### src/rtl/lift_pkg.sv
// Shared definitions for the forward and inverse integer lifting blocks:
// FSM state encoding, lifting shift amounts and default widths.
package lift_pkg;

    localparam int DEF_DW      = 8;
    localparam int DEF_BLK_PIX = 64;

    // Shift applied to the high band when predicting the even sample, and to
    // the even sample when updating the odd one.
    localparam int SH_H = 2;
    localparam int SH_E = 1;

    typedef enum logic [1:0] {
        IDLE = 2'd0,
        EVEN = 2'd1,
        ODD  = 2'd2
    } lift_state_e;

endpackage

### src/rtl/inv_lift_core.sv
// Inverse lifting arithmetic: rebuilds an even/odd pixel pair from one
// low-band and one high-band coefficient, modulo 2^DW with logical shifts.
module inv_lift_core
    import lift_pkg::*;
#(
    parameter int DW = DEF_DW
) (
    input  logic [DW-1:0] L,
    input  logic [DW-1:0] H,
    output logic [DW-1:0] even,
    output logic [DW-1:0] odd
);

    // Odd depends on the freshly reconstructed even, so the two are chained.
    assign even = L - (H >> SH_H);
    assign odd  = H + (even >> SH_E);

endmodule

### src/rtl/inv_lift_decoder.sv
// Inverse lifting decoder: accepts (L,H) coefficient pairs and emits two
// pixels per pair. Optional block-end marker out_last under INV_LIFT_LAST_EN.
module inv_lift_decoder
    import lift_pkg::*;
#(
    parameter int DW      = DEF_DW,
    parameter int BLK_PIX = DEF_BLK_PIX
) (
    input  logic          clk,
    input  logic          rst_n,
    input  logic          in_valid,
    output logic          in_ready,
    input  logic [DW-1:0] in_L,
    input  logic [DW-1:0] in_H,
    output logic          out_valid,
    input  logic          out_ready,
    output logic [DW-1:0] out_pix
`ifdef INV_LIFT_LAST_EN
    ,
    output logic          out_last
`endif
);

    lift_state_e   state_q;
    lift_state_e   state_d;
    logic [DW-1:0] even_q;
    logic [DW-1:0] odd_q;
    logic [DW-1:0] core_even;
    logic [DW-1:0] core_odd;
    logic          accept;
    logic          out_hs;

    inv_lift_core #(.DW(DW)) u_core (
        .L    (in_L),
        .H    (in_H),
        .even (core_even),
        .odd  (core_odd)
    );

    // Ready only depends on state, out_ready and reset, never on in_valid.
    assign in_ready  = rst_n & ((state_q == IDLE) | ((state_q == ODD) & out_ready));
    assign accept    = in_valid & in_ready;
    assign out_valid = (state_q != IDLE);
    assign out_hs    = out_valid & out_ready;
    assign out_pix   = (state_q == ODD) ? odd_q : even_q;

    always_comb begin
        // NOTE: next state defaults to the current one so no path leaves state_d unassigned (no latch).
        state_d = state_q;
        unique case (state_q)
            IDLE: if (accept) state_d = EVEN;
            EVEN: if (out_hs) state_d = ODD;
            ODD:  if (out_hs) state_d = accept ? EVEN : IDLE;
            default: state_d = IDLE;
        endcase
    end

    always_ff @(posedge clk) begin
        // NOTE: sequential state uses non-blocking assignments so all registers update together.
        if (!rst_n) begin
            state_q <= IDLE;
            even_q  <= '0;
            odd_q   <= '0;
        end else begin
            state_q <= state_d;
            if (accept) begin
                even_q <= core_even;
                odd_q  <= core_odd;
            end
        end
    end

`ifdef INV_LIFT_LAST_EN
    localparam int CW = $clog2(BLK_PIX);

    logic [CW-1:0] cnt_q;

    // BLK_PIX is a power of two, so the counter wraps to 0 on its own.
    always_ff @(posedge clk) begin
        if (!rst_n) begin
            cnt_q <= '0;
        end else if (out_hs) begin
            cnt_q <= cnt_q + 1'b1;
        end
    end

    assign out_last = out_valid & (cnt_q == CW'(BLK_PIX - 1));
`endif

endmodule

### config.mk
export PLATFORM = sky130hd
export DESIGN_NAME = inv_lift_decoder
export DESIGN_NICKNAME = d
export VERILOG_FILES = /design/src/rtl/lift_pkg.sv /design/src/rtl/inv_lift_core.sv /design/src/rtl/inv_lift_decoder.sv
export SDC_FILE = /design/constraint.sdc
export NUM_CORES = 1
export LEC_CHECK = 0
export CAP_MARGIN = 10
export CORE_MARGIN = 2
export CORE_UTILIZATION = 39
export CTS_CLUSTER_SIZE = 28
export DETAILED_ROUTE_END_ITERATION = 8
export SYNTH_ARGS = -nofsm -noshare
export SYNTH_HDL_FRONTEND = slang
export SYNTH_SLANG_ARGS = --single-unit
### constraint.sdc
create_clock -name clk -period 6.7 [get_ports clk]
set_clock_uncertainty 0.05 [all_clocks]
set_input_delay 1.675 -clock clk [delete_from_list [all_inputs] [get_ports clk]]
set_output_delay 1.675 -clock clk [all_outputs]
set_load 0.02 [all_outputs]
==> Word-level counts from Yosys, hierarchy flattened <==
Index checks and enable logic that the tools add are counted.
{ "word_totals": {"ff_bits": 18, "in_bits": 20} }
{ "op_classes": {"n_addsub": 2, "eq_ne": 5, "muxes": 6, "bitwise": 5, "n_reduce_logical": 3} }
{ "op_table": {"columns": ["operator", "count"], "rows": [
  ["adder 8 x 7 -> 8 bit", 1],
  ["two-way mux 8 bit", 1],
  ["subtractor 8 x 6 -> 8 bit", 1],
  ["two-way mux 2 bit", 3],
  ["!= test 2 bit (second input constant)", 3],
  ["case mux 2 bit (3 select lines)", 1],
  ["AND 1 bit", 4],
  ["AND reduction 3 bit", 1],
  ["equality test 2 x 1 -> 1 bit (second input constant)", 1],
  ["equality test 2 bit (second input constant)", 1],
  ["zero test 2 bit", 1],
  ["nonzero test 2 bit", 1],
  ["two-way mux 1 bit", 1],
  ["bitwise OR 1 bit", 1]
]} }

==> Logic depth before layout (Yosys ltp) <==
{ "depth": {"word_depth": 8, "ltp_mapped": 14, "depth_no_buf": 14} }

==> Modules after synthesis <==
A second synthesis with hierarchy kept.
{ "hier_totals": {"cells_unflattened": 168, "area_unflattened_um2": 1426.4} }
{ "modules_own_cells": {"columns": ["module", "n_inst", "cells_per_inst", "area_each_um2", "seq_area_each_um2"], "rows": [
  ["inv_lift_decoder", 1, 98, 889.6, 360.3],
  ["inv_lift_core", 1, 70, 536.8, 0.0]
]} }

==> Worst setup path before layout <==
No wires, ideal clock.
{ "synth_path": {"kind": "input to register", "startpoint": "in in_L[0]", "endpoint": "reg odd_q[6]", "arrival_ps": 4068, "slack_ps": 2459, "cell_stages": 13, "path_buffers": 0, "cell_sequence": "inv_1 -> ha_1 -> inv_1 -> fa_1 -> a211oi_1 -> o21bai_1 -> a21oi_1 -> xor2_1 -> ha_1 -> nor3b_1 -> a2111oi_0 -> xor2_1 -> o21ai_0"} }
{ "synth_between": {"elab_chain_len": 2} }
{ "synth_lines": {"columns": ["item", "line_no", "source"], "rows": [
  ["from (decl)", "inv_lift_decoder.sv:13", "input logic [DW-1:0] in_L,"],
  ["subtractor 8 x 6 -> 8 bit", "inv_lift_core.sv:15", "assign even = L - (H >> SH_H);"],
  ["named net core_even[6]", "inv_lift_decoder.sv:28", "logic [DW-1:0] core_even;"],
  ["adder 8 x 7 -> 8 bit", "inv_lift_core.sv:16", "assign odd = H + (even >> SH_E);"],
  ["to (signal assigned)", "inv_lift_decoder.sv:68", "odd_q <= core_odd;"],
  ["to (decl)", "inv_lift_decoder.sv:27", "logic [DW-1:0] odd_q;"]
]} }
The timed path passes the listed nets, and every way through them passes these cells.
A chain may end at the register's enable or synchronous reset.

==> Worst setup path after layout <==
{ "layout_path": {"startpoint": "in rst_n", "endpoint": "out in_ready"} }
{ "layout_between": {"elab_chain_len": 1} }
{ "layout_lines": {"columns": ["item", "line_no", "source"], "rows": [
  ["from (decl)", "inv_lift_decoder.sv:10", "input logic rst_n,"],
  ["AND 1 bit", "inv_lift_decoder.sv:41", "assign in_ready = rst_n & ((state_q == IDLE) | ((state_q == ODD) & out_ready));"],
  ["to (decl)", "inv_lift_decoder.sv:12", "output logic in_ready,"]
]} }
No other way between the ends.

==> implementation parameters <==
Parameter                              Value

Critical path
  Most frequent cell on the critical path    clkdlybuf4s50_1
  Worst flop-to-flop path endpoint    even_q[6]$_SDFFE_PN0P_
  CP cell instances    clkdlybuf4s50_1, inv_2, a211oi_4, clkdlybuf4s50_1
  Depth of the most critical reg-to-reg path    4
  Beginning of the worst register-to-register path    state_q[1]$_SDFFE_PN0P_
  Kind of cell adding the most delay to the critical path    buffers and inverters
  Crit path max-delay cell type    clkdlybuf4s50_1
  CP Data Required Time    4.97 ns
  Start-to-end type of the worst setup path    in -> out
  Internal reg-to-reg setup slack    5.30 ns
  Count of buffer and inverter cells on the critical path    3
  Startpoint Class    primary input
  Arrival time of data at the critical path endpoint    3.41 ns
  Peak per-stage delay on the critical path    0.64 ns
  Worst path depth    4
  Sort of element at the end of the critical path    output port
  Max Fanout on Critical Path    12

Yosys
  Cell types with the largest area share after synthesis    dfxtp_1 (27%), ha_1 (12%), mux2_2 (6.8%), a21oi_1 (5.3%), nand2_1 (4.3%)
  Syn avg cell area    8.68 um2
  Synth warn    0
  Top-area cell type share of the netlist area    0.273
  Commonest cells post-synth    dfxtp_1 (18), nand2_1 (15), a21oi_1 (14)
  Proportion of synthesized chip area in sequential cells    0.273
  EDFF count, synth    0
  Share of synthesized flip-flops with an asynchronous set or reset    0
  Cell Area, Synth    0.00132 mm2
  Gate count of the mapped netlist    152
  Number of distinct library cells after synthesis    40
  Largest area contributor in the netlist    dfxtp_1
  Most frequently used cell type in the post-synthesis netlist    dfxtp_1
  Seq cells post-synth    18
  Most common flop cell mapped by yosys    dfxtp_1
  Net count after synthesis    187

Floorplan
  Top-level I/O count    30
  Die height    62.2 um
  Initial Utilization    0.402
  Row Count    21
  Area of the die    0.00386 mm2
  Floorplan Core Area    0.00328 mm2
  X dimension of the die    62.2 um

Clock tree
  CTS Hold Buffers Added    0
  Clock latency on the worst-skew pair    0.28 ns
  Buffer cell driving the clock tree root    clkbuf_4
  Number of buffers on the longest clock path    2
  Clk sink count    18
  Post-CTS Setup Inserts    0
  CTS tree    built
  Total CTS buffers    3
  CTS HTree Levels    1
  Resized cells post-CTS    0
  Clock input transition at the sequential cells of the worst setup and hold paths    0.09 ns

Global routing
  Total grt overflow    0
  Overall Global Routing Usage    0.149
  Via count of the first global-routing pass    1063
  Antenna violations before repair    0
  Largest net degree at the start of global routing    20
  Global-route wire length before repair    4660 um

Layout
  Area added between synthesis and finish    25.7%
  Post-Layout Inst Area    0.00166 mm2
  Layout cell share with drive strength beyond 1    0.117
  Number of nets in the finished design    216
  Ant. Diodes    0

Place
  Area of placed instances    0.00164 mm2
  Weighted congestion at the end of routability-driven global placement    0.778
  Half-perimeter wire length of the detailed placement result    2290 um
  PortBufs    29

STA
  Setup TNS Final    0 ns
  Post-route worst hold slack    0.406 ns
  Shortest period the worst path allows    5.13 ns
  Worst rel slew slack    0.643
  Fin. max-slew vios    0
  Max Clk Rate    195 MHz
  Setup-failing EPs final    0
  Hold violation total from the final report    0
  Setup repair after global routing missed its margin    no
  Period Utilization, post-route    0.766
  Slew at the pin closest to its max-slew limit    0.522 ns

Route
  Total wirelength of the detailed-routed design    2790 um
  Number of antenna-violating nets in the routed design    0
  Total number of vias    1138
  First-pass detailed-route iteration total    4
  Number of design rule violations left after detail routing    0
  Mean routed wirelength per cell    12.4 um
  Detailed-route vias per instance    5.06
  Count of routing violations after the opening detailed-route iteration    26

Worst hold path
  Hold Path Origin    even_q[4]$_SDFFE_PN0P_
  Hold Path Depth    2
  Worst min path class    reg -> reg
  Hold Path End    even_q[4]$_SDFFE_PN0P_

Pwr
  Worst VDD drop    0.0741 mV
  Leakage power of the design    0.667 nW
  Power density normalized to cell area    189 mW/mm2

Status
  Result of the run    complete, no violations

Flow run
  Count of max-cap constraint violations    0
==> how the worst max path moves through the flow <==
stage	startpoint	endpoint	slack, ns
2_1_floorplan	in_L[0]	odd_q[6]$_SDFFE_PN0P_	2.46
6_report	rst_n	in_ready	1.57
3_5_place_dp	rst_n	in_ready	1.57
3_3_place_gp	rst_n	in_ready	1.60
4_1_cts	rst_n	in_ready	1.56
5_1_grt	rst_n	in_ready	1.50
==> cells in the final DEF (no fill, tap or decap), drive strengths merged <==
cell / Yosys / final
clkbuf: 2 / 3
a2111oi: 1 / 1
nand3: 5 / 5
nor2b: 1 / 1
inv: 10 / 10
and3: 1 / 1
or2: 1 / 1
nor2: 10 / 10
o21ai: 11 / 11
ha: 13 / 13
nand2b: 1 / 1
o21a: 4 / 4
fa: 2 / 2
a21oi: 14 / 14
a21o: 2 / 2
nor4: 1 / 1
nor3: 3 / 3
dfxtp: 18 / 18
clkdlybuf4s50: 0 / 29
o21bai: 2 / 2
nor3b: 1 / 1
o31a: 1 / 1
xor2: 4 / 4
o21ba: 2 / 2
and2: 1 / 1
xnor2: 6 / 6
a211oi: 5 / 5
nand2: 16 / 16
or4: 1 / 1
o31ai: 2 / 2
mux2: 8 / 8
==> metal layers <==
metal  share of wire  track usage  vias up
met4          0.0057       0.0667        0
met5               0            0        -
met1            0.46        0.181      526
li1                -            -      589
met2            0.50        0.266       21
met3           0.029       0.0145        2
==> power breakdown <==
group	total [mW]	internal, mW	switching, mW
clock network	0.0526	0.0209	0.0317
logic	0.137	0.0676	0.0694
registers	0.124	0.118	0.00618
==> cell families (layout without fill, tap and decap cells) <==
family                   after synthesis  count (layout)  synth area share
AO/OA/AOI/OAI                         44              44             0.231
AND/OR/NAND/NOR                       42              42             0.150
flip-flops                            18              18             0.273
adder cells (fa/ha/maj)               15              15             0.154
buffers and inverters                 15              42            0.0522
XOR/XNOR                              10              10            0.0721
multiplexers                           8               8            0.0683
==> worst reg2reg max path, cell delays in order, from the launching register on <==
cell      delay [ns]
dfxtp_1         0.38
a211oi_4        0.25
and2_2          0.33
o21ai_0         0.10
o21ba_2         0.24
==> metrics by stage <==
step / cells / util / setup WS (ns) / power (mW)
6_report: 225 / 0.505 / 1.57 / 0.314
3_5_place_dp: 222 / 0.498 / 1.57 / 0.265
2_1_floorplan: 152 / - / 2.46 / 0.222
5_1_grt: 225 / 0.505 / 1.50 / 0.336
3_3_place_gp: 222 / 0.498 / 1.60 / 0.261
4_1_cts: 225 / 0.505 / 1.56 / 0.316
==> flip-flops by register name, indices dropped and copies added, names as in the netlist <==
register	flops
even_q	8
odd_q	8
state_q	2
==> final cells by class <==
class / count / area, um2
Sequential cell: 18 / 360
Multi-Input combinational cell: 119 / 890
Clock buffer: 3 / 22.5
Tap cell: 46 / 57.6
Fill cell: 348 / 1630
Timing Repair Buffer: 29 / 290
Inverter: 10 / 37.5
(Power assumes the default switching activity.)
